$ cat src/rtl/decode_stage_pipelined.sv
// RV32I decode stage: decodes the IF/ID instruction, reads the register file and
// registers fields, operands and a packed control word into the ID/EX register.
module decode_stage_pipelined #(
    parameter int XLEN      = 32,
    parameter int NREGS     = 32,
    parameter bit WB_BYPASS = 1'b1,
    parameter int CNT_W     = 16,
    localparam int AW       = $clog2(NREGS)
) (
    input  logic             clk,
    input  logic             rst,
    input  logic             if_valid,
    output logic             if_ready,
    input  logic [31:0]      if_instr,
    input  logic [XLEN-1:0]  if_pc,
    input  logic             id_flush,
    input  logic             wb_wr_en,
    input  logic [AW-1:0]    wb_wr_addr,
    input  logic [XLEN-1:0]  wb_wr_data,
    input  logic             ex_ready,
    output logic             ex_valid,
    output logic [XLEN-1:0]  ex_pc,
    output logic [AW-1:0]    ex_rd,
    output logic [AW-1:0]    ex_rs1,
    output logic [AW-1:0]    ex_rs2,
    output logic [XLEN-1:0]  ex_imm,
    output logic [XLEN-1:0]  ex_rs1_data,
    output logic [XLEN-1:0]  ex_rs2_data,
    output logic [19:0]      ex_ctrl,
    output logic [CNT_W-1:0] stall_cnt
);

    localparam logic [6:0] OP_R      = 7'b0110011;
    localparam logic [6:0] OP_IMM    = 7'b0010011;
    localparam logic [6:0] OP_LOAD   = 7'b0000011;
    localparam logic [6:0] OP_STORE  = 7'b0100011;
    localparam logic [6:0] OP_BRANCH = 7'b1100011;
    localparam logic [6:0] OP_JAL    = 7'b1101111;
    localparam logic [6:0] OP_JALR   = 7'b1100111;
    localparam logic [6:0] OP_LUI    = 7'b0110111;
    localparam logic [6:0] OP_AUIPC  = 7'b0010111;

    logic [XLEN-1:0] regs [NREGS];

    logic [6:0]      opcode;
    logic [2:0]      funct3;
    logic [AW-1:0]   rd_a, rs1_a, rs2_a;
    logic [3:0]      alu_f;
    logic [2:0]      load_t;
    logic [31:0]     imm32;
    logic [19:0]     ctrl_d;
    logic            uses_rs1, uses_rs2;
    logic [XLEN-1:0] rs1_data, rs2_data;
    logic            hold, hazard;

    assign opcode = if_instr[6:0];
    assign funct3 = if_instr[14:12];
    assign rd_a   = AW'(if_instr[11:7]);
    assign rs1_a  = AW'(if_instr[19:15]);
    assign rs2_a  = AW'(if_instr[24:20]);

    always_comb begin
        // funct7[5] selects SUB only for R-type; SRA/SRAI share it in both formats
        unique case (funct3)
            3'b000:  alu_f = (if_instr[30] && opcode == OP_R) ? 4'd1 : 4'd0;
            3'b001:  alu_f = 4'd5;
            3'b010:  alu_f = 4'd8;
            3'b011:  alu_f = 4'd9;
            3'b100:  alu_f = 4'd4;
            3'b101:  alu_f = if_instr[30] ? 4'd7 : 4'd6;
            3'b110:  alu_f = 4'd3;
            default: alu_f = 4'd2;
        endcase
        case (funct3)
            3'b001:  load_t = 3'd1;
            3'b010:  load_t = 3'd2;
            3'b100:  load_t = 3'd3;
            3'b101:  load_t = 3'd4;
            default: load_t = 3'd0;
        endcase
    end

    always_comb begin
        ctrl_d   = '0;
        imm32    = '0;
        uses_rs1 = 1'b0;
        uses_rs2 = 1'b0;
        case (opcode)
            OP_R: begin
                ctrl_d[3:0] = alu_f;
                ctrl_d[12]  = 1'b1;
                uses_rs1    = 1'b1;
                uses_rs2    = 1'b1;
            end
            OP_IMM: begin
                ctrl_d[3:0] = alu_f;
                ctrl_d[4]   = 1'b1;
                ctrl_d[12]  = 1'b1;
                imm32       = {{20{if_instr[31]}}, if_instr[31:20]};
                uses_rs1    = 1'b1;
            end
            OP_LOAD: begin
                ctrl_d[4]   = 1'b1;
                ctrl_d[6]   = 1'b1;
                ctrl_d[9:7] = load_t;
                ctrl_d[12]  = 1'b1;
                ctrl_d[13]  = 1'b1;
                imm32       = {{20{if_instr[31]}}, if_instr[31:20]};
                uses_rs1    = 1'b1;
            end
            OP_STORE: begin
                ctrl_d[4]     = 1'b1;
                ctrl_d[5]     = 1'b1;
                ctrl_d[11:10] = funct3[1:0];
                imm32         = {{20{if_instr[31]}}, if_instr[31:25], if_instr[11:7]};
                uses_rs1      = 1'b1;
                uses_rs2      = 1'b1;
            end
            OP_BRANCH: begin
                ctrl_d[3:0] = 4'd1;
                ctrl_d[14]  = 1'b1;
                imm32       = {{19{if_instr[31]}}, if_instr[31], if_instr[7],
                               if_instr[30:25], if_instr[11:8], 1'b0};
                uses_rs1    = 1'b1;
                uses_rs2    = 1'b1;
            end
            OP_JAL: begin
                ctrl_d[12] = 1'b1;
                ctrl_d[15] = 1'b1;
                imm32      = {{11{if_instr[31]}}, if_instr[31], if_instr[19:12],
                              if_instr[20], if_instr[30:21], 1'b0};
            end
            OP_JALR: begin
                ctrl_d[4]  = 1'b1;
                ctrl_d[12] = 1'b1;
                ctrl_d[16] = 1'b1;
                imm32      = {{20{if_instr[31]}}, if_instr[31:20]};
                uses_rs1   = 1'b1;
            end
            OP_AUIPC: begin
                ctrl_d[12] = 1'b1;
                ctrl_d[17] = 1'b1;
                imm32      = {if_instr[31:12], 12'b0};
            end
            OP_LUI: begin
                ctrl_d[12] = 1'b1;
                ctrl_d[18] = 1'b1;
                imm32      = {if_instr[31:12], 12'b0};
            end
            default: ctrl_d[19] = 1'b1;
        endcase
    end

    always_ff @(posedge clk) begin
        if (wb_wr_en && wb_wr_addr != '0)
            regs[wb_wr_addr] <= wb_wr_data;
    end

    always_comb begin
        rs1_data = '0;
        rs2_data = '0;
        if (rs1_a != '0)
            rs1_data = (WB_BYPASS && wb_wr_en && wb_wr_addr == rs1_a) ? wb_wr_data : regs[rs1_a];
        if (rs2_a != '0)
            rs2_data = (WB_BYPASS && wb_wr_en && wb_wr_addr == rs2_a) ? wb_wr_data : regs[rs2_a];
    end

    assign hold   = ex_valid && !ex_ready;
    assign hazard = ex_valid && ex_ctrl[6] && ex_rd != '0 && if_valid &&
                    ((uses_rs1 && rs1_a == ex_rd) || (uses_rs2 && rs2_a == ex_rd));
    assign if_ready = id_flush || (!hold && !hazard);

    always_ff @(posedge clk) begin
        if (rst) begin
            ex_valid    <= 1'b0;
            ex_pc       <= '0;
            ex_rd       <= '0;
            ex_rs1      <= '0;
            ex_rs2      <= '0;
            ex_imm      <= '0;
            ex_rs1_data <= '0;
            ex_rs2_data <= '0;
            ex_ctrl     <= '0;
            stall_cnt   <= '0;
        end else if (id_flush) begin
            ex_valid <= 1'b0;
            ex_ctrl  <= '0;
        end else if (!hold) begin
            if (hazard) begin
                ex_valid <= 1'b0;
                ex_ctrl  <= '0;
                if (stall_cnt != '1)
                    stall_cnt <= stall_cnt + CNT_W'(1);
            end else if (if_valid) begin
                ex_valid    <= 1'b1;
                ex_pc       <= if_pc;
                ex_rd       <= rd_a;
                ex_rs1      <= rs1_a;
                ex_rs2      <= rs2_a;
                ex_imm      <= XLEN'($signed(imm32));
                ex_rs1_data <= rs1_data;
                ex_rs2_data <= rs2_data;
                ex_ctrl     <= ctrl_d;
            end else begin
                ex_valid <= 1'b0;
            end
        end
    end

endmodule

$ cat config.mk
export PLATFORM = sky130hd
export DESIGN_NAME = decode_stage_pipelined
export DESIGN_NICKNAME = d
export VERILOG_FILES = /design/src/rtl/decode_stage_pipelined.sv
export SDC_FILE = /design/constraint.sdc
export NUM_CORES = 2
export LEC_CHECK = 0
export ABC_AREA = 1
export CAP_MARGIN = 40
export CORE_MARGIN = 2
export CORE_UTILIZATION = 55
export DETAILED_ROUTE_END_ITERATION = 16
export GPL_ROUTABILITY_DRIVEN = 0
export PLACE_DENSITY = 0.77
export RECOVER_POWER = 25
export REMOVE_ABC_BUFFERS = 1
export SLEW_MARGIN = 15
export SYNTH_ARGS = -nofsm -noshare
export SYNTH_HDL_FRONTEND = slang
export SYNTH_SLANG_ARGS = --single-unit
$ cat constraint.sdc
create_clock -name clk -period 4.3 [get_ports clk]
set_clock_uncertainty 0.15 [all_clocks]
set_input_delay 0.86 -clock clk [delete_from_list [all_inputs] [get_ports clk]]
set_output_delay 0.86 -clock clk [all_outputs]
set_load 0.005 [all_outputs]
* Yosys cells after proc, flatten, opt, wreduce, memory -nomap -nowiden
Memory sizes are Yosys's and may differ from the RTL's. Index checks and enable logic that the tools add are counted.
Cells by class: $add $sub $neg 1, equality and inequality tests 20, multiplexer cells 30, bitwise logic cells 3, reduce and logical (&&, ||, !) cells 35
Operators by type and width (count):
- one-hot mux 32 bit (5 select lines) | 1
- 2-to-1 mux 32 bit | 4
- 2-to-1 mux 20 bit | 2
- one-hot mux 4 bit (7 select lines) | 1
- == test 7 x 6 -> 1 bit, second input constant | 3
- == test 7 bit, second input constant | 3
- == test 5 bit | 4
- nonzero test 5 bit | 4
- 2-to-1 mux 1 bit | 18
- adder 16 x 1 -> 16 bit, second input constant | 1
- != test 16 bit, second input constant | 1
- == test 7 x 5 -> 1 bit, second input constant | 2
- logical AND 1 bit | 12
- one-hot mux 3 bit (4 select lines) | 1
- == test 3 bit, second input constant | 3
- OR reduction 9 bit | 1
- one-hot mux 4 bit (2 select lines) | 1
- AND reduction 4 bit | 2
- == test 7 x 2 -> 1 bit, second input constant | 1
- OR reduction 7 bit | 1
- == test 3 x 2 -> 1 bit, second input constant | 2
- OR reduction 2 bit | 3
- OR reduction 3 bit | 2
- OR reduction 6 bit | 1
- 10 further kinds | 15
Word-level totals: bits in registers 180, RAM bits 1024, input port bits 107, output and inout bits 181, logic and storage cells 100, memories 1
Memory list:
- regs | depth 32, bits a word 32, rd ports 2, clocked after memory_dff 0, wr ports 1, line 43 | logic [XLEN-1:0] regs [NREGS];

* Logic depth before layout (Yosys ltp)
depth after elaboration 9, gate-level depth with buffers 16, depth with buffers taken out 16

* Worst setup path before layout
Ideal clock, no wire load.
kind input to register, start in wb_wr_addr[3], end mem regs[26][0], enable pin, setup time 0.461 ns, arrival time 3.580 ns, setup slack 0.109 ns, stages 5, buffers on the path 1, cell sequence buf_2 -> inv_1 -> nand3_1 -> o21ai_0 -> nor3_1
Between the ends: word-level cells in the longest chain between the ends 4
Ends and longest elaborated chain:
- start, declared | line 18 | input logic [AW-1:0] wb_wr_addr,
- nonzero test 5 bit | line 155 | if (wb_wr_en && wb_wr_addr != '0)
- logical AND 1 bit | line 155
- 2-to-1 mux 1 bit | line 155
- 2-to-1 mux 1 bit (not written as such) | line 156 | regs[wb_wr_addr] <= wb_wr_data;
- end, declared | line 43
Parallel ways exist; a longest one is shown, timed or not.

* Final worst setup path
start in if_instr[2], end out if_ready
Between the ends: word-level cells in the longest chain between the ends 9, elaborated cells on any way between the ends 17, those cells by class eq/ne (6); mux (2); reduce/logical (9)
Ends and longest elaborated chain:
- start, declared | line 14 | input logic [31:0] if_instr,
- == test 7 x 6 -> 1 bit, or another cell as far along | line 88 | case (opcode)
- OR reduction 6 bit (no source line) / OR reduction 3 bit (equally long branches)
- 2-to-1 mux 1 bit | line 88
- logical AND 1 bit | line 170 | ((uses_rs1 && rs1_a == ex_rd) || (uses_rs2 && rs2_a == ex_rd));
- logical OR 1 bit (*) | line 170
- logical AND 1 bit (*) | line 169 | assign hazard = ex_valid && ex_ctrl[6] && ex_rd != '0 && if_valid &&
- zero test 1 bit (*) | line 171 | assign if_ready = id_flush || (!hold && !hazard);
- logical AND 1 bit (*) | line 171
- logical OR 1 bit (*) | line 171
- end, declared | line 13 | output logic if_ready,
Every way passes the cells marked *; elsewhere a longest branch is shown, timed or not.

==> metrics.md <==
| Metric | Value |
|---|---|
| Fin nets | 7077 |
| Post-CTS Hold Fix Bufs | 0 |
| Reg2reg end | ex_rd[3]$_SDFFE_PP0P_ |
| Seq. cell area | 0.03433 mm² |
| # IOs | 288 |
| Yosys warnings | 0 |
| CP Launch Type | primary input |
| Max clock buf depth | 3 |
| H-tree levels | 3 |
| Die W | 332.6 µm |
| WL per Instance | 23.65 µm |
| Die H | 332.6 µm |
| Mapped Area | 0.05937 mm² |
| Grt ovf | 0 |
| Worst r2r path cells | 10 |
| Critical path peak fanout | 7 |
| Area delta synth->final | 14.51% |
| Crit path required time | 3.29 ns |
| Worst-path clk slew | 0.06 ns |
| Max-cap violations | 6 |
| # Post-CTS Setup Buffers | 0 |
| Port Buf Inserts | 287 |
| Synth unique cells | 36 |
| Ranking of synthesized cells by area | edfxtp_1 52%, nand2_1 15%, nand3_1 6.9% |
| Critical path class | primary input to output pin |
| Status | finished with violations |
| Maximum vdd ir drop | 0.3336 mV |
| Met1 usage | 0.4574 |
| Asr flop ratio synth | 0 |
| Hold EP | ex_rs2_data[18]$_SDFFE_PP0P_ |
| Post-synth top area share | 0.5179 |
| Initial core utilization | 0.5546 |
| Finished Core Util | 0.6351 |
| Worst-skew pair later-pin latency | 0.73 ns |
| Mapped Cells | 6832 |
| Slew headroom | -0.06608 |
| Vias | 53160 |
| Most frequent cells in the layout | 2388 x nand2_1, 1024 x edfxtp_1, 817 x nand3_1, 614 x a21oi_1, 349 x inv_1 |
| Vias per cell | 6.265 |
| Worst Tran Pin Value | 1.599 ns |
| Root buffer cell | clkbuf_16 |
| Layout cell share with drive strength beyond 1 | 0.06122 |
| Hold Crit Start | ex_rs2_data[18]$_SDFFE_PP0P_ |
| Pwr dens | 387.2 mW/mm² |
| Flop2flop setup slack | 1.70 ns |
| Critical Path End Type | output pin |
| Synthesized area per cell | 8.691 µm² |
| Yosys reg bits | 1203 |
| CTS sink cnt | 1203 |
| TNS Setup | 0 ns |
| Post-synthesis sequential area ratio | 0.5782 |
| Core area | 0.1071 mm² |
| Area post-placement | 0.06414 mm² |
| Tcrit/Tclk final | 0.9555 |
| Number of global-route vias before repair | 50150 |
| GR met2 Demand/Resource | 0.5447 |
| CTS tree | done |
| Fmax achieved | 243.4 MHz |
| Initial antenna violation count | 11 |
| Main synth FF type | edfxtp_1 |
| Initial DRC count | 9072 |
| Top cell type by total area after synthesis | edfxtp_1 |
| Footprint of the multi-input gates | 0.02173 mm² |
| Commonest non-fill, non-tap cell in the layout | nand2_1 |
| Violations in the final reports | max-capacitance violations, max-slew violations |
| GRT Util Overall | 0.3520 |
| Row cnt | 120 |
| Number of remaining DRC errors | 0 |
| Fin. Hold Viols | 0 |
| Max-slew violation count | 175 |
| Post-synth EDFFs | 1024 |
| Pin count of the biggest net entering global routing | 225 |
| Setup-failing EPs final | 0 |
| Static leakage | 25.57 nW |
| Hold Path Depth | 2 |
| GR peak layer | met2 |
| Final wirelength | 200.6 mm |
| Resized Gates After CTS | 0 |
| Fin cells | 8484 |
| Placed insts | 8249 |
| Hpwl dp | 113.4 mm |
| Unrepaired setup endpoints after global routing | false |
| Final Cell Area | 0.06799 mm² |
| Period minus WS final | 4.109 ns |
| Number of buffers created by CTS | 120 |
| Met3 Resource Use GR | 0.07585 |
| Tot Pwr | 26.33 mW |
| WP data arrival | 3.10 ns |
| Filler Cell Count | 8382 |
| Hold WC Path Type | flip-flop to flip-flop |
| Die Area | 0.1106 mm² |
| Worst reg2reg startpoint | ex_rd[0]$_SDFFE_PP0P_ |
| 1st-pass router iterations | 6 |
| Beginning of the critical path | if_instr[2] |
| Routed Antenna Nets | 0 |
| First-pass GRT wire length | 297.9 mm |
## through the flow
step / hold WS, ns / setup WS (ns)
after floorplan: 0.3057 / -1.651
after global placement: 0.3010 / 0.2085
after detailed placement: 0.3052 / 0.2270
after CTS: 0.3142 / 0.2225
after global routing: 0.3279 / 0.09311
final: 0.3120 / 0.1913
## final cells by class
class | count | area share
Clock inverter | 68 | 0.009128
Clock buffer | 158 | 0.04827
Tap cell | 1403 | 0.02582
Timing Repair Buffer | 470 | 0.07151
Sequential cell | 1203 | 0.5050
Inverter | 364 | 0.02035
Multi-Input combinational cell | 4810 | 0.3197
Antenna cell | 8 | 0.0002944
## sequential cells by signal, indices dropped and copies added (netlist names)
name and flops:
ex_valid 1, regs 1024, stall_cnt 16, ex_rd 5
ex_rs2 5, ex_ctrl 19, ex_rs1_data 32, ex_rs2_data 32
ex_pc 32, ex_rs1 5, ex_imm 32
## layer usage
metal | routed length [µm] | part of all wire | vias to the layer above
met5 | 26 | 0.00013 | -
li1 | - | - | 23460
met2 | 89670 | 0.45 | 4355
met1 | 70260 | 0.35 | 24530
met3 | 28170 | 0.14 | 809
met4 | 12510 | 0.062 | 4
## report_power, final
group | internal, mW | leakage [nW] | switching (mW)
clock network | 6.00 | 1.91 | 4.54
registers | 12.9 | 10.7 | 0.100
logic | 0.860 | 13.0 | 1.98
## worst max path at each step
stage / depth (start not counted) / slack, ns / to
after global placement: 12 / 0.21 / if_ready
after detailed placement: 12 / 0.23 / if_ready
final: 12 / 0.19 / if_ready
after global routing: 9 / 0.09 / if_ready
after CTS: 12 / 0.22 / if_ready
after floorplan: 10 / -1.65 / ex_rs2_data[28]$_SDFFE_PP0P_
## kinds of logic after synthesis
group / count (synthesis) / share of synthesized area
AOI/OAI and AO/OA: 1108 / 0.1046
xor gates and xnor gates: 12 / 0.001770
adders and majority gates: 1 / 0.0002107
buffers and inverters: 850 / 0.06240
DFF: 1203 / 0.5782
other: 1 / 0.00006316
and+or+nand+nor: 3657 / 0.2528
## critical path: stages
cell	delay, ns
clkdlybuf4s50_1	0.53
nor2_1	0.07
nand2_2	0.16
inv_2	0.07
nand2_1	0.07
nand2_2	0.09
inv_1	0.10
nand2_1	0.06
nand2_1	0.08
a21oi_1	0.08
o21ai_0	0.35
clkdlybuf4s50_1	0.58
## cells in the mapped netlist (3+ instances only)
cell type / number
nand2_2: 3
xor2_1: 4
buf_4: 37
o21ai_0: 224
a21oi_1: 616
nor3_1: 16
buf_1: 46
nand4_1: 49
o22ai_1: 7
buf_2: 222
nand3_1: 819
edfxtp_1: 1024
dfxtp_1: 179
inv_2: 6
nand2_1: 2388
or2_2: 26
clkbuf_1: 168
buf_6: 13
inv_1: 354
o211ai_1: 255
clkinv_1: 4
nor2_2: 7
xnor2_1: 8
nor2_1: 345
Power figures use the tool's default switching activity.
